<file path="src/rtl/gpio_uart_tx_pkg.sv">
// Shared definitions for the GPIO-to-UART logger: FSM states, 8N1 frame constants
// and the baud divider helper.
package gpio_uart_tx_pkg;

    typedef enum logic [1:0] {
        IDLE  = 2'd0,
        START = 2'd1,
        DATA  = 2'd2,
        STOP  = 2'd3
    } tx_state_t;

    localparam int DATA_BITS  = 8;
    localparam int FRAME_BITS = 10;

    // Truncating divide: the bit period is rounded down to whole clock cycles.
    function automatic int calc_div(input int clk_freq, input int baud_rate);
        return clk_freq / baud_rate;
    endfunction

endpackage

</file>
<file path="src/rtl/gpio_uart_tx_if.sv">
// Bus between the MIPS GPIO side (master) and the UART logger (slave).
interface gpio_uart_tx_if #(
    parameter int FIFO_DEPTH = 4
);
    localparam int LW = $clog2(FIFO_DEPTH) + 1;

    logic [7:0]    gpio_i;
    logic          tx_o;
    logic          busy_o;
    logic          overflow_o;
    logic [LW-1:0] level_o;

    modport master (
        output gpio_i,
        input  tx_o,
        input  busy_o,
        input  overflow_o,
        input  level_o
    );

    modport slave (
        input  gpio_i,
        output tx_o,
        output busy_o,
        output overflow_o,
        output level_o
    );

endinterface

</file>
<file path="src/rtl/gpio_uart_tx_sync_fifo.sv">
// Small single-clock FIFO; a push while full is accepted only when a pop frees
// a slot on the same edge.
module gpio_uart_tx_sync_fifo #(
    parameter int WIDTH = 8,
    parameter int DEPTH = 4,
    localparam int AW = $clog2(DEPTH),
    localparam int LW = AW + 1
) (
    input  logic             clk,
    input  logic             reset,
    input  logic             push,
    input  logic             pop,
    input  logic [WIDTH-1:0] din,
    output logic [WIDTH-1:0] dout,
    output logic             full,
    output logic             empty,
    output logic [LW-1:0]    level
);

    logic [WIDTH-1:0] mem [DEPTH];
    logic [AW-1:0]    wr_ptr;
    logic [AW-1:0]    rd_ptr;
    logic             wr_en;
    logic             rd_en;

    assign full  = (level == LW'(DEPTH));
    assign empty = (level == '0);
    assign wr_en = push && (!full || pop);
    assign rd_en = pop && !empty;
    assign dout  = mem[rd_ptr];

    always_ff @(posedge clk) begin
        if (wr_en) begin
            mem[wr_ptr] <= din;
        end
    end

    // Pointers are exactly AW bits wide, so they wrap modulo DEPTH on their own.
    always_ff @(posedge clk or negedge reset) begin
        if (!reset) begin
            wr_ptr <= '0;
            rd_ptr <= '0;
            level  <= '0;
        end else begin
            if (wr_en) begin
                wr_ptr <= wr_ptr + AW'(1);
            end
            if (rd_en) begin
                rd_ptr <= rd_ptr + AW'(1);
            end
            case ({wr_en, rd_en})
                2'b10:   level <= level + LW'(1);
                2'b01:   level <= level - LW'(1);
                default: level <= level;
            endcase
        end
    end

endmodule

</file>
<file path="src/rtl/gpio_uart_tx.sv">
// Logs every change of the GPIO byte as an 8N1 UART frame, LSB first, buffering
// bursts of changes in a small FIFO.
module gpio_uart_tx
    import gpio_uart_tx_pkg::*;
#(
    parameter int CLK_FREQ   = 50_000_000,
    parameter int BAUD_RATE  = 115_200,
    parameter int FIFO_DEPTH = 4
) (
    input logic           clk,
    input logic           reset,
    gpio_uart_tx_if.slave bus
);

    localparam int DIV = calc_div(CLK_FREQ, BAUD_RATE);
    localparam int CW  = $clog2(DIV);
    localparam int LW  = $clog2(FIFO_DEPTH) + 1;

    logic [7:0]    sample_q;
    logic [7:0]    last_q;
    logic          push;
    logic          pop;
    logic          full;
    logic          empty;
    logic [LW-1:0] level;
    logic [7:0]    head;
    logic [7:0]    shreg;
    logic [CW-1:0] cnt;
    logic [2:0]    idx;
    logic          bit_done;
    tx_state_t     state;
    logic          tx_q;
    logic          busy_q;
    logic          overflow_q;

    assign push     = (sample_q != last_q);
    assign pop      = (state == IDLE) && !empty;
    assign bit_done = (cnt == CW'(DIV - 1));

    gpio_uart_tx_sync_fifo #(
        .WIDTH (8),
        .DEPTH (FIFO_DEPTH)
    ) u_fifo (
        .clk   (clk),
        .reset (reset),
        .push  (push),
        .pop   (pop),
        .din   (sample_q),
        .dout  (head),
        .full  (full),
        .empty (empty),
        .level (level)
    );

    // last_q tracks every change, even one the FIFO had to drop.
    always_ff @(posedge clk or negedge reset) begin
        if (!reset) begin
            sample_q   <= 8'h00;
            last_q     <= 8'h00;
            overflow_q <= 1'b0;
        end else begin
            sample_q <= bus.gpio_i;
            if (push) begin
                last_q <= sample_q;
            end
            if (push && full && !pop) begin
                overflow_q <= 1'b1;
            end
        end
    end

    // The line is driven from the current state, so tx lags the state by one edge.
    always_ff @(posedge clk or negedge reset) begin
        if (!reset) begin
            state  <= IDLE;
            cnt    <= '0;
            idx    <= '0;
            shreg  <= 8'h00;
            tx_q   <= 1'b1;
            busy_q <= 1'b0;
        end else begin
            busy_q <= (state != IDLE) || (level != '0);
            unique case (state)
                IDLE: begin
                    tx_q <= 1'b1;
                    cnt  <= '0;
                    if (pop) begin
                        shreg <= head;
                        state <= START;
                    end
                end
                START: begin
                    tx_q <= 1'b0;
                    if (bit_done) begin
                        cnt   <= '0;
                        idx   <= '0;
                        state <= DATA;
                    end else begin
                        cnt <= cnt + CW'(1);
                    end
                end
                DATA: begin
                    tx_q <= shreg[0];
                    if (bit_done) begin
                        cnt   <= '0;
                        shreg <= {1'b0, shreg[7:1]};
                        if (idx == 3'(DATA_BITS - 1)) begin
                            state <= STOP;
                        end else begin
                            idx <= idx + 3'd1;
                        end
                    end else begin
                        cnt <= cnt + CW'(1);
                    end
                end
                STOP: begin
                    tx_q <= 1'b1;
                    if (bit_done) begin
                        cnt   <= '0;
                        state <= IDLE;
                    end else begin
                        cnt <= cnt + CW'(1);
                    end
                end
                default: begin
                    tx_q  <= 1'b1;
                    state <= IDLE;
                end
            endcase
        end
    end

    assign bus.tx_o       = tx_q;
    assign bus.busy_o     = busy_q;
    assign bus.overflow_o = overflow_q;
    assign bus.level_o    = level;

endmodule
</file>
<file path="src/flat_wrapper.sv">
// flat-port wrapper written by rule: the top's interface ports become plain ports
module gpio_uart_tx_flat import gpio_uart_tx_pkg::*;
#(
    parameter int CLK_FREQ   = 50_000_000,
    parameter int BAUD_RATE  = 115_200,
    parameter int FIFO_DEPTH = 4
)
  (clk, reset, bus_gpio_i, bus_tx_o, bus_busy_o, bus_overflow_o, bus_level_o);
  gpio_uart_tx_if #(.FIFO_DEPTH(FIFO_DEPTH)) bus_i ();
  input logic clk;
  input logic reset;
  input wire logic [$bits(bus_i.gpio_i)-1:0] bus_gpio_i;
  output wire logic [$bits(bus_i.tx_o)-1:0] bus_tx_o;
  output wire logic [$bits(bus_i.busy_o)-1:0] bus_busy_o;
  output wire logic [$bits(bus_i.overflow_o)-1:0] bus_overflow_o;
  output wire logic [$bits(bus_i.level_o)-1:0] bus_level_o;
  assign bus_i.gpio_i = bus_gpio_i;
  assign bus_tx_o = bus_i.tx_o;
  assign bus_busy_o = bus_i.busy_o;
  assign bus_overflow_o = bus_i.overflow_o;
  assign bus_level_o = bus_i.level_o;
  gpio_uart_tx #(.CLK_FREQ(CLK_FREQ), .BAUD_RATE(BAUD_RATE), .FIFO_DEPTH(FIFO_DEPTH)) u_core (.clk(clk), .reset(reset), .bus(bus_i));
endmodule
</file>
<file path="config.mk">
export PLATFORM = sky130hd
export DESIGN_NAME = gpio_uart_tx_flat
export DESIGN_NICKNAME = d
export VERILOG_FILES = /design/src/rtl/gpio_uart_tx_pkg.sv /design/src/rtl/gpio_uart_tx_if.sv /design/src/rtl/gpio_uart_tx_sync_fifo.sv /design/src/rtl/gpio_uart_tx.sv /design/src/flat_wrapper.sv
export SDC_FILE = /design/constraint.sdc
export NUM_CORES = 1
export LEC_CHECK = 0
export ABC_AREA = 0
export CORE_AREA = 5 5 123 125
export CTS_BUF_LIST = sky130_fd_sc_hd__clkbuf_8
export DETAILED_ROUTE_END_ITERATION = 10
export DIE_AREA = 0 0 128 130
export GPL_TIMING_DRIVEN = 0
export SYNTH_ARGS = -nofsm -noshare
export SYNTH_HDL_FRONTEND = slang
export SYNTH_SLANG_ARGS = --single-unit
</file>
<file path="constraint.sdc">
create_clock -name clk -period 2.2 [get_ports clk]
set_input_delay 0.44 -clock clk [delete_from_list [all_inputs] [get_ports clk]]
set_output_delay 0.44 -clock clk [all_outputs]
set_load 0.02 [all_outputs]
</file>
### Word level (Yosys, flattened, before mapping)

Memories as Yosys holds them, arrays and structs flattened.
Index checks and enable logic that the tools add are counted.

* reduce and logical (&&, ||, !) cells: 22
* add/subtract/negate cells: 6
* mux-type cells: 19
* equality and inequality tests: 15

Operators with widths (count)
* 9-bit case mux with 2 select lines: 1
* 8-bit two-way mux: 2
* 8-bit case mux with 2 select lines: 1
* 3-bit case mux with 2 select lines: 2
* 2-bit two-way mux: 5
* 2-bit by 1-bit inequality test with 1-bit output, second input constant: 5
* 9-bit by 1-bit adder with 9-bit output, second input constant: 1
* 9-bit == test, second input constant: 1
* 3-bit two-way mux: 3
* 9-bit two-way mux: 1
* 8-bit inequality test: 1
* 2-bit case mux with 4 select lines: 1
* 2-bit nonzero test: 4
* 3-bit by 1-bit adder with 3-bit output, second input constant: 2
* 2-bit == test, second input constant: 3
* 3-bit == test, second input constant: 2
* 1-bit logical AND: 5
* 5-bit AND reduction: 1
* 2-bit by 1-bit adder with 2-bit output, second input constant: 2
* 2-bit by 1-bit == test with 1-bit output, second input constant: 2
* 4-bit AND reduction: 1
* 1-bit logical NOT: 3
* 3-bit logical NOT: 1
* 1-bit case mux with 3 select lines: 1
* 9 further kinds: 11

* register bits after elaboration: 48
* memories kept: 1
* memory bits (writable): 32

Memories
* u_core.u_fifo.mem: words 4, width 8, read ports 1, clocked after memory_dff 0, wr ports 1, RTL line gpio_uart_tx_sync_fifo.sv:20 `logic [WIDTH-1:0] mem [DEPTH];`

### Longest topological paths before layout

Gate-level depths: netlist (run 1).

* depth in word-level cells: 7
* gate-level depth with buffers: 11
* depth with buffers taken out: 11

### By module

Synthesis (run 1) repeated with hierarchy kept, for this count alone.

* cell total of the unflattened synthesis: 228
* area, all modules: 3403.3 um^2

By module, submodules not included
* gpio_uart_tx: cells an instance 148, area each 1815.5 um^2, times used 1, sequential area each 1027.2 um^2
* gpio_uart_tx_sync_fifo: cells an instance 80, area each 1587.8 um^2, times used 1, sequential area each 1136.1 um^2

### Worst setup path before layout (run 1)

Ideal clock, no wire load.

* kind: flip-flop to flip-flop
* start: register u_core.state[0]
* end: register u_core.u_fifo.level[2]
* slack: -63 ps
* path buffers: 0
* cell stages (with the launch flop): 12
* data arrival time: 2184 ps
* cell sequence: dfrtp_1 inv_1 ha_1 nor4b_1 a21oi_1 inv_1 ha_1 inv_1 fa_1 xor2_1 nor2_1 xor2_1

* word-level cells in the longest chain between the ends: 6
* elaborated cells between the ends (all ways): 9

RTL lines
* start: declaration: RTL line gpio_uart_tx.sv:31 `tx_state_t state;`
* start signal: assignment: RTL line gpio_uart_tx.sv:75 `state <= IDLE;`
* start signal: assignment: RTL line gpio_uart_tx.sv:89 `state <= START;`
* start signal: assignment: RTL line gpio_uart_tx.sv:97 `state <= DATA;`
* 2-bit logical NOT *: RTL line gpio_uart_tx.sv:37 `assign pop = (state == IDLE) && !empty;`
* 1-bit logical AND *: RTL line gpio_uart_tx.sv:37
* 1-bit logical OR: RTL line gpio_uart_tx_sync_fifo.sv:28 `assign wr_en = push && (!full || pop);`
* 1-bit logical AND: RTL line gpio_uart_tx_sync_fifo.sv:28
* 2-bit by 1-bit == test with 1-bit output or 2-bit == test (tied branches): RTL line gpio_uart_tx_sync_fifo.sv:51 `case ({wr_en, rd_en})`
* 3-bit case mux with 2 select lines or 2-bit nonzero test (tied branches)
* end signal: assignment: RTL line gpio_uart_tx_sync_fifo.sv:52 `2'b10: level <= level + LW'(1);`
* end signal: assignment: RTL line gpio_uart_tx_sync_fifo.sv:53 `2'b01: level <= level - LW'(1);`
* end signal: assignment: RTL line gpio_uart_tx_sync_fifo.sv:54 `default: level <= level;`
* end: declaration: RTL line gpio_uart_tx_sync_fifo.sv:17 `output logic [LW-1:0] level`

Mark *: on every way between the ends. The rest lies on a longest branch, timed or not.
A chain may end at the register's enable or synchronous reset.

### Worst setup path in the final report (run 1)

* start: register u_core.sample_q[4]
* end: register u_core.u_fifo.level[2]

* word-level cells in the longest chain between the ends: 4
* elaborated cells between the ends (all ways): 6

RTL lines
* start: declaration: RTL line gpio_uart_tx.sv:19 `logic [7:0] sample_q;`
* start signal: assignment: RTL line gpio_uart_tx.sv:62 `sample_q <= bus.gpio_i;`
* 8-bit inequality test *: RTL line gpio_uart_tx.sv:36 `assign push = (sample_q != last_q);`
* 1-bit logical AND *: RTL line gpio_uart_tx_sync_fifo.sv:28
* 2-bit by 1-bit == test with 1-bit output or 2-bit == test (tied branches): RTL line gpio_uart_tx_sync_fifo.sv:51
* 3-bit case mux with 2 select lines or 2-bit nonzero test (tied branches)

Marked as above.

==> results of run 1 <==
-- cell type report --
type / instances / area [µm²]
fill: 1409 / 9583
clock inverter: 7 / 101.3
tap: 180 / 225.2
timing repair buffer: 29 / 262.8
buffer: 14 / 66.31
inverter: 10 / 37.54
clock buffer: 9 / 123.9
multi-input combinational: 133 / 1206
sequential: 80 / 2167
-- metal layers --
layer | global-route usage [%] | vias to the layer above
met5 | 0 | -
met4 | 2.622 | 0
met3 | 2.006 | 7
met1 | 9.002 | 950
li1 | - | 895
met2 | 13.31 | 24
-- worst max-delay path, cell delays in order, from the launching register on --
cell     delay, ps
dfrtp_2        440
xor2_2         170
nor4_4         380
a21oi_4        110
inv_1           80
ha_2           180
inv_2           40
fa_2           330
xor2_1         140
nor2_1         110
xor2_1         140
-- cells by family after synthesis --
| family | after synthesis | share of synthesized area [%] |
|---|---|---|
| adder cells (fa/ha/maj) | 15 | 5.742 |
| AND/OR/NAND/NOR | 64 | 9.054 |
| flip-flops | 80 | 63.64 |
| XOR/XNOR | 21 | 5.410 |
| buffers and inverters | 24 | 3.018 |
| AO/OA/AOI/OAI | 15 | 3.754 |
| multiplexers | 18 | 9.385 |
-- metrics by stage --
stage,hold WS (ps),instances
final,64.68,462
after detailed placement,447.3,433
after CTS,62.16,460
after floorplan,144.4,237
after global placement,446.4,432
after global routing,73.84,462
-- synthesized netlist by cell type (all sizes together) (5+ instances only) --
library cell	n	area (µm²)
xor2	13	113.9
dfrtp	47	1176
mux2	10	138.9
clkbuf	12	55.05
xnor2	8	70.07
mux4	8	180.2
ha	14	175.2
a22o	5	45.04
nand2	30	112.6
nor2	14	68.82
nor3	5	25.02
inv	10	37.54
edfxtp	32	960.9
-- worst max path at each step --
stage | startpoint | endpoint | slack [ps]
2_1_floorplan | u_core.sample_q[7] | u_core.u_fifo.level[2] | 4
6_report | u_core.sample_q[4] | u_core.u_fifo.level[2] | 20
5_1_grt | u_core.sample_q[4] | u_core.u_fifo.level[2] | -130
4_1_cts | u_core.state[0] | u_core.u_fifo.level[2] | 3
3_5_place_dp | u_core.sample_q[2] | u_core.u_fifo.level[2] | -520
3_3_place_gp | reset | u_core.sample_q[1] | -770
-- timing repair --
action                     4_1_cts  5_1_grt
buffers inserted                11        2
pin swaps                        5        3
resized for setup               14        5
setup endpoints to repair       10        2
-- registers in the layout, indices dropped and copies added, names as in the netlist --
name	flops
u_core.bus.overflow_o	1
u_core.cnt	9
u_core.shreg	8
u_core.u_fifo.level	3
u_core.u_fifo.wr_ptr	2
u_core.last_q	8
u_core.bus.tx_o	1
u_core.bus.busy_o	1
u_core.idx	3
u_core.state	2
u_core.u_fifo.rd_ptr	2
u_core.u_fifo.mem	32
u_core.sample_q	8
-- report_power, final --
part,switching (mW),internal (mW)
Combinational,1.02,1.06
Sequential,0.217,2.06
Clock,0.553,0.651
==> impl_metrics.py, run 1 <==
metrics = {
    "critical_path": {
        "r2r_start": "u_core.sample_q[4]",
        "worstPathMaxFanout": 3,
        "r2r-end": "u_core.u_fifo.level[2]",
        "critPathCaptureType": "flip-flop",
        "r2r_cells": 10,
        "worstSetupStartpointType": "flip-flop",
        "reg2reg_slack_ps": 20,
        "worstPathRequired_ps": 2480,
        "critPathKind": "flip-flop to flip-flop",
        "cp.arrival_ps": 2460,
    },
    "clock_tree": {
        "numCtsBuffers": 9,
        "cts_root_buf": "clkbuf_8",
        "cts.sinks": 80,
        "insertion_delay_ps": 350,
        "cts_tree": "yes",
        "path_clk_slew_ps": 90,
        "cts_hold_buf": 0,
        "cts-htree-levels": 3,
        "cts_buffer_depth": 2,
    },
    "placement": {
        "hpwl_um": 3807,
        "gp_congestion": 0.7262,
        "portBuffers": 15,
        "dpl_cell_area_um2": 3796,
        "place_ws_ps": -518.6,
    },
    "detailed_routing": {
        "drc": 0,
        "drt_iter0_drc": 55,
        "vias": 1876,
        "wl_met1_um": 2554,
        "wire_per_inst_um": 12.26,
        "routed-wl-met3_um": 182,
        "dr.pass1.iters": 4,
        "avgViaCountPerCell": 4.061,
        "top_layer_used": "met4",
        "routed-wl-met2_um": 2857,
        "ant_nets": 0,
        "routed_wirelength_um": 5663,
    },
    "sta": {
        "rsz0062_at_grt": "yes",
        "post-route-period-util_pct": 99.06,
        "hold_viol": 0,
        "tns_ps": 0,
        "fin_crit_ps": 2179,
        "setup_viol": 0,
        "finClkSkew_ps": 12.08,
        "fmax_ghz": 0.4589,
        "tightestPinTransition_ps": 543.5,
        "slew_headroom_pct": 63.77,
        "finalMaxSlewViolations": 0,
        "setup_slack_ps": 20.77,
    },
    "die": {
        "dieArea_um2": 16640,
        "die_w_um": 128,
        "ioPinCount": 16,
        "initial_core_util_pct": 24.68,
        "die_y_um": 130,
        "rows": 43,
        "design.core.area_um2": 13770,
    },
    "synthesis": {
        "synth_flop_cell": "dfrtp_1",
        "synth_async_sr_flop_share_pct": 60.00,
        "synth_area_um2": 3400,
        "ys_seq_area_share_pct": 63.64,
        "synth_edf_count": 32,
        "netlist_instances": 237,
        "ys_warn_count": 0,
        "yosys_register_bits": 80,
        "yosys.cell_types.count": 36,
        "syn_area_per_cell_um2": 14.34,
        "synth_nets": 262,
    },
    "global_routing": {
        "antenna_found_initial": 0,
        "gr-total-overflow": 0,
        "grt_pass1_wl_um": 9880,
        "grt_max_degree": 29,
        "gr-usage-all-layers_pct": 7.576,
        "grt_pass1_vias": 1999,
    },
    "pwr": {
        "power_mw": 5.557,
        "leakage_nw": 1.723,
        "power_density_nw_per_um2": 1326,
        "irDropWorstVdd_uv": 579.3,
    },
    "final_layout": {
        "syn_to_final_growth_pct": 23.26,
        "finalNetCount": 302,
        "final_common_cell": "dfrtp_1",
        "design_area_um2": 4190,
        "final_core_util_pct": 30.42,
        "final_cell_mix": "dfrtp_1, edfxtp_1, nand2_1",
        "drive_gt1_share_pct": 26.60,
        "num_antenna_cells": 0,
    },
    "outcome": {
        "status": "finished clean",
    },
    "hold_path": {
        "hold_path.class": "primary input to async pin",
    },
    "flow_run": {
        "drv_cap": 0,
    },
}
(Power assumes the default switching activity.)
==> inputs of run 2 (changes only) <==
--- a/config.mk
+++ b/config.mk
@@ -11,5 +11,7 @@
 export DETAILED_ROUTE_END_ITERATION = 10
 export DIE_AREA = 0 0 128 130
+export GPL_ROUTABILITY_DRIVEN = 0
 export GPL_TIMING_DRIVEN = 0
+export REMOVE_ABC_BUFFERS = 1
 export SYNTH_ARGS = -nofsm -noshare
 export SYNTH_HDL_FRONTEND = slang
==> constraint.sdc (replaced) <==
create_clock -name clk -period 2.2 [get_ports clk]
set_input_delay 0.44 -clock clk [delete_from_list [all_inputs] [get_ports clk]]
set_output_delay 0.44 -clock clk [all_outputs]
set_load 0.005 [all_outputs]
==> impl_metrics.py, run 2 (synthesized netlist as in run 1, its figures left out) <==
metrics = {
    "critical_path": {
        "cpPeakStageDelay_ps": 420,
        "worstPathCellList": "inv_2 -> ha_4 -> nor4b_4 -> a21oi_4 -> inv_2 -> ha_4 -> inv_1 -> fa_2 -> xor2_1 -> nor2_1 -> xor2_1",
        "worstPathMaxFanout": 4,
        "cp_num_buf_inv": 3,
        "path_delay_family": "adder cells",
        "worstPathRequired_ps": 2470,
        "critPathSlowestCell": "nor4b_4",
        "cp.arrival_ps": 2460,
        "critPathCaptureType": "flip-flop",
        "worstSetupStartpointType": "flip-flop",
        "critPathKind": "flip-flop to flip-flop",
    },
    "clock_tree": {
        "cts_root_buf": "clkbuf_8",
        "numCtsBuffers": 9,
        "cts_hold_buf": 0,
        "cts_buffer_depth": 2,
        "path_clk_slew_ps": 90,
        "cts_tree": "yes",
        "cts-htree-levels": 3,
        "insertion_delay_ps": 340,
        "cts.sinks": 80,
    },
    "detailed_routing": {
        "dr.pass1.iters": 4,
        "drt_iter0_drc": 40,
        "drc": 0,
        "vias": 1826,
        "routed_wirelength_um": 5686,
        "avgViaCountPerCell": 4.085,
        "wire_per_inst_um": 12.72,
        "ant_nets": 0,
    },
    "die": {
        "design.core.area_um2": 13770,
        "ioPinCount": 16,
        "die_w_um": 128,
        "initial_core_util_pct": 24.68,
        "dieArea_um2": 16640,
        "rows": 43,
        "die_y_um": 130,
    },
    "pwr": {
        "leakage_nw": 1.664,
        "power_density_nw_per_um2": 1305,
        "irDropWorstVdd_uv": 842.7,
    },
    "sta": {
        "fmax_ghz": 0.4569,
        "hold_viol": 0,
        "post-route-period-util_pct": 99.49,
        "setup_viol": 0,
        "tightestPinTransition_ps": 588.2,
        "fin_crit_ps": 2189,
        "tns_ps": 0,
        "slew_headroom_pct": 60.78,
        "finClkSkew_ps": 14.97,
        "finalMaxSlewViolations": 0,
        "rsz0062_at_grt": "yes",
        "hold_slack_ps": 23.13,
    },
    "global_routing": {
        "grt_pass1_wl_um": 9508,
        "grt_max_degree": 32,
        "antenna_found_initial": 0,
        "gr-total-overflow": 0,
        "grt_pass1_vias": 1927,
        "gr-usage-all-layers_pct": 7.206,
    },
    "final_layout": {
        "final_common_cell": "dfrtp_1",
        "design_area_um2": 4090,
        "num_antenna_cells": 0,
        "final_core_util_pct": 29.70,
        "drive_gt1_share_pct": 26.59,
        "syn_to_final_growth_pct": 20.32,
        "largest_reg_flops": 32,
        "final_cell_mix": "dfrtp_1, edfxtp_1, nand2_1",
        "regMostFlops": "u_core.u_fifo.mem",
        "top_regs": "u_core.u_fifo.mem (32), u_core.cnt (9)",
        "finalNetCount": 287,
    },
    "flow_run": {
        "drv_cap": 0,
    },
    "placement": {
        "portBuffers": 15,
        "hpwl_um": 3801,
        "dpl_cell_area_um2": 3725,
    },
    "hold_path": {
        "hold_path.class": "primary input to async pin",
    },
    "outcome": {
        "status": "finished clean",
    },
}
[run 2: power by group]
| group | total (mW) | internal, mW | switching, mW |
|---|---|---|---|
| logic | 1.92 | 1.02 | 0.896 |
| clock network | 1.07 | 0.523 | 0.544 |
| registers | 2.36 | 2.06 | 0.299 |
| total | 5.34 | 3.60 | 1.74 |
[run 2: final timing paths]
| check | cells past startpoint | slack, ps | endpoint | from |
|---|---|---|---|---|
| setup / recovery | 11 | 10 | u_core.u_fifo.level[2] | u_core.state[1] |
| hold / removal | 1 | 20 | u_core.bus.overflow_o | reset |
| setup reg to reg | 11 | 10 | u_core.u_fifo.level[2] | u_core.state[1] |
| hold reg to reg | 0 | 430 | u_core.last_q[5] | u_core.sample_q[5] |
| max in group asynchronous | 2 | 1590 | u_core.bus.tx_o | reset |
| min in group clk | 0 | 430 | u_core.last_q[5] | u_core.sample_q[5] |
[run 2: metrics by stage]
stage	setup WS (ps)	power, mW	instances
after global placement	-663.7	4.046	418
after CTS	-15.32	5.354	444
final	11.12	5.338	447
after floorplan	-63.79	3.603	223
after detailed placement	-586.2	4.112	419
after global routing	-113.1	5.684	447
[run 2: what timing repair did]
item | CTS | global route
setup buffers | 9 | 3
gates resized for setup | 18 | 4
setup endpoints to repair | 42 | 9
pin swaps | 5 | 0
[run 2: worst register-to-register path, stage by stage (launching register included)]
cell and delay (ps):
dfrtp_1 370, inv_2 70, ha_4 180, nor4b_4 420
a21oi_4 70, inv_2 90, ha_4 130, inv_1 50
fa_2 330, xor2_1 140, nor2_1 130, xor2_1 150
[run 2: per-layer routing]
layer,up-vias,part of all wire [%],GRT usage [%]
li1,863,-,-
met1,934,45,8.497
met2,22,52,12.63
met3,7,2.5,1.801
met4,0,1.2,2.871
met5,-,0,0
[run 2: area by class of cell]
cell class	count	area (µm²)
well taps	180	225.2
clock buffers	9	123.9
inverters	10	37.54
clock inverters	7	70.07
repair buffers	28	255.2
fillers	1423	9683
multi-input cells	133	1210
flip-flops and latches	80	2168
==> inputs of run 3 (changes only) <==
- CORE_AREA: 5 5 123 125 -> 2 2 120 122
- DIE_AREA: 0 0 128 130 -> 0 0 122 124
==> impl_metrics.py, run 3 (synthesized netlist as in run 1, its figures left out) <==
metrics = {
    "final_layout": {
        "final_core_util_pct": 29.91,
        "final_common_cell": "dfrtp_1",
        "top_regs": "u_core.u_fifo.mem (32), u_core.cnt (9)",
        "largest_reg_flops": 32,
        "regMostFlops": "u_core.u_fifo.mem",
        "finalNetCount": 287,
        "num_antenna_cells": 0,
        "drive_gt1_share_pct": 27.34,
        "fillCellCount": 1374,
        "syn_to_final_growth_pct": 20.72,
        "final_cell_mix": "dfrtp_1, edfxtp_1, nand2_1",
    },
    "sta": {
        "post-route-period-util_pct": 101.1,
        "setup_slack_ps": -24.36,
        "fin_crit_ps": 2224,
        "finalMaxSlewViolations": 0,
        "rsz0062_at_grt": "yes",
        "finClkSkew_ps": 9.506,
        "setup_viol": 1,
        "hold_slack_ps": 30.95,
        "fmax_ghz": 0.4496,
        "slew_headroom_pct": 63.68,
        "tightestPinTransition_ps": 544.7,
        "hold_viol": 0,
    },
    "die": {
        "die_w_um": 122,
        "die_y_um": 124,
        "ioPinCount": 16,
        "design.core.area_um2": 13720,
        "initial_core_util_pct": 24.78,
        "dieArea_um2": 15130,
        "rows": 43,
    },
    "hold_path": {
        "hold_path.class": "primary input to async pin",
    },
    "pwr": {
        "clkPwrFrac_pct": 22.9,
        "power_density_nw_per_um2": 1331,
        "combPwrFrac_pct": 34.2,
        "power.internal_mw": 3.739,
        "switching_share_pct": 31.54,
        "irDropWorstVdd_uv": 807.1,
        "leakage_nw": 1.689,
        "p_seq_share_pct": 43.0,
        "switchingPower_mw": 1.723,
    },
    "critical_path": {
        "worstPathMaxFanout": 5,
        "cp.arrival_ps": 2510,
        "worstPathRequired_ps": 2490,
        "r2r_cells": 11,
        "critPathSlowestCell": "dfrtp_2",
        "worstSetupStartpointType": "flip-flop",
        "cpMostUsedCell": "xor2_1",
        "r2r_start": "u_core.sample_q[7]",
        "cpPeakStageDelay_ps": 440,
        "path_delay_family": "adder cells",
        "r2r-end": "u_core.u_fifo.level[2]",
        "critPathKind": "flip-flop to flip-flop",
        "worstPathCellList": "xor2_1 -> nor4_2 -> buf_4 -> a21oi_2 -> inv_1 -> ha_2 -> inv_2 -> fa_2 -> xor2_1 -> nor2_1 -> xor2_1",
        "reg2reg_slack_ps": -20,
        "critPathCaptureType": "flip-flop",
        "cp_num_buf_inv": 3,
    },
    "detailed_routing": {
        "avgViaCountPerCell": 4.034,
        "drc": 0,
        "ant_nets": 0,
        "drt_iter0_drc": 40,
        "routed_wirelength_um": 5599,
        "wire_per_inst_um": 12.53,
        "dr.pass1.iters": 4,
        "vias": 1803,
    },
    "clock_tree": {
        "cts_buffer_depth": 2,
        "cts_tree": "yes",
        "path_clk_slew_ps": 90,
        "cts_root_buf": "clkbuf_8",
        "numCtsBuffers": 9,
        "insertion_delay_ps": 360,
        "cts-htree-levels": 3,
        "cts.sinks": 80,
    },
    "global_routing": {
        "gr-usage-all-layers_pct": 8.407,
        "gr-total-overflow": 0,
        "antenna_found_initial": 0,
        "grt_pass1_wl_um": 9632,
        "grt_max_degree": 30,
        "grt_pass1_vias": 1951,
    },
    "flow_run": {
        "drv_cap": 0,
    },
    "placement": {
        "portBuffers": 15,
        "hpwl_um": 3694,
    },
    "outcome": {
        "status": "finished with violations",
        "violations": "setup timing",
    },
}
## run 3: power by group through the flow
stage	clock network [mW]	logic [mW]	registers, mW
3_5_place_dp	0	1.72	2.38
6_report	1.25	1.87	2.35
3_3_place_gp	0	1.67	2.37
4_1_cts	1.27	1.88	2.36
5_1_grt	1.34	2.06	2.41
2_1_floorplan	0	1.30	2.30
## run 3: worst max-delay path by stage
stage	start	to	slack [ps]	cells past startpoint
after floorplan	u_core.state[0]	u_core.u_fifo.level[2]	-60	11
after global placement	reset	u_core.cnt[5]	-800	1
after detailed placement	u_core.state[0]	u_core.u_fifo.level[2]	-650	11
after CTS	u_core.state[0]	u_core.u_fifo.level[2]	-20	11
after global routing	u_core.sample_q[7]	u_core.u_fifo.level[2]	-200	11
final	u_core.sample_q[7]	u_core.u_fifo.level[2]	-20	11
## run 3: cell type report
cell class	count	area, µm²	area share (%)
clock buffer	10	137.6	3.354
clock inverter	6	91.34	2.226
inverter	10	37.54	0.9146
multi-input combinational	133	1187	28.93
sequential	80	2170	52.87
tap	180	225.2	5.488
timing repair buffer	28	255.2	6.220
## run 3: routing by layer
layer / track usage, % / up-vias / wire (µm)
met4: 4.095 / 0 / 118
met5: 0 / - / 0
met2: 14.11 / 31 / 2796
met1: 9.965 / 896 / 2513
li1: - / 863 / -
met3: 2.335 / 13 / 170
## run 3: metrics by stage
| stage | setup TNS (ps) | setup WS (ps) | cell area (µm²) | total power [mW] | cells |
|---|---|---|---|---|---|
| 2_1_floorplan | -63.79 | -63.79 | 3334 | 3.603 | 223 |
| 3_3_place_gp | -42060 | -797.6 | 3710 | 4.042 | 418 |
| 3_5_place_dp | -4228 | -645.1 | 3725 | 4.101 | 419 |
| 4_1_cts | -30.18 | -16.00 | 4076 | 5.513 | 444 |
| 5_1_grt | -213.4 | -203.8 | 4104 | 5.821 | 447 |
| 6_report | -24.36 | -24.36 | 4104 | 5.462 | 447 |
## run 3: repair_timing
action,CTS,global route
setup endpoints to repair,42,11
resized for setup,16,3
hold buffers,0,0
pin swaps,5,2
buffers inserted,9,3
endpoints found under the hold margin,0,0
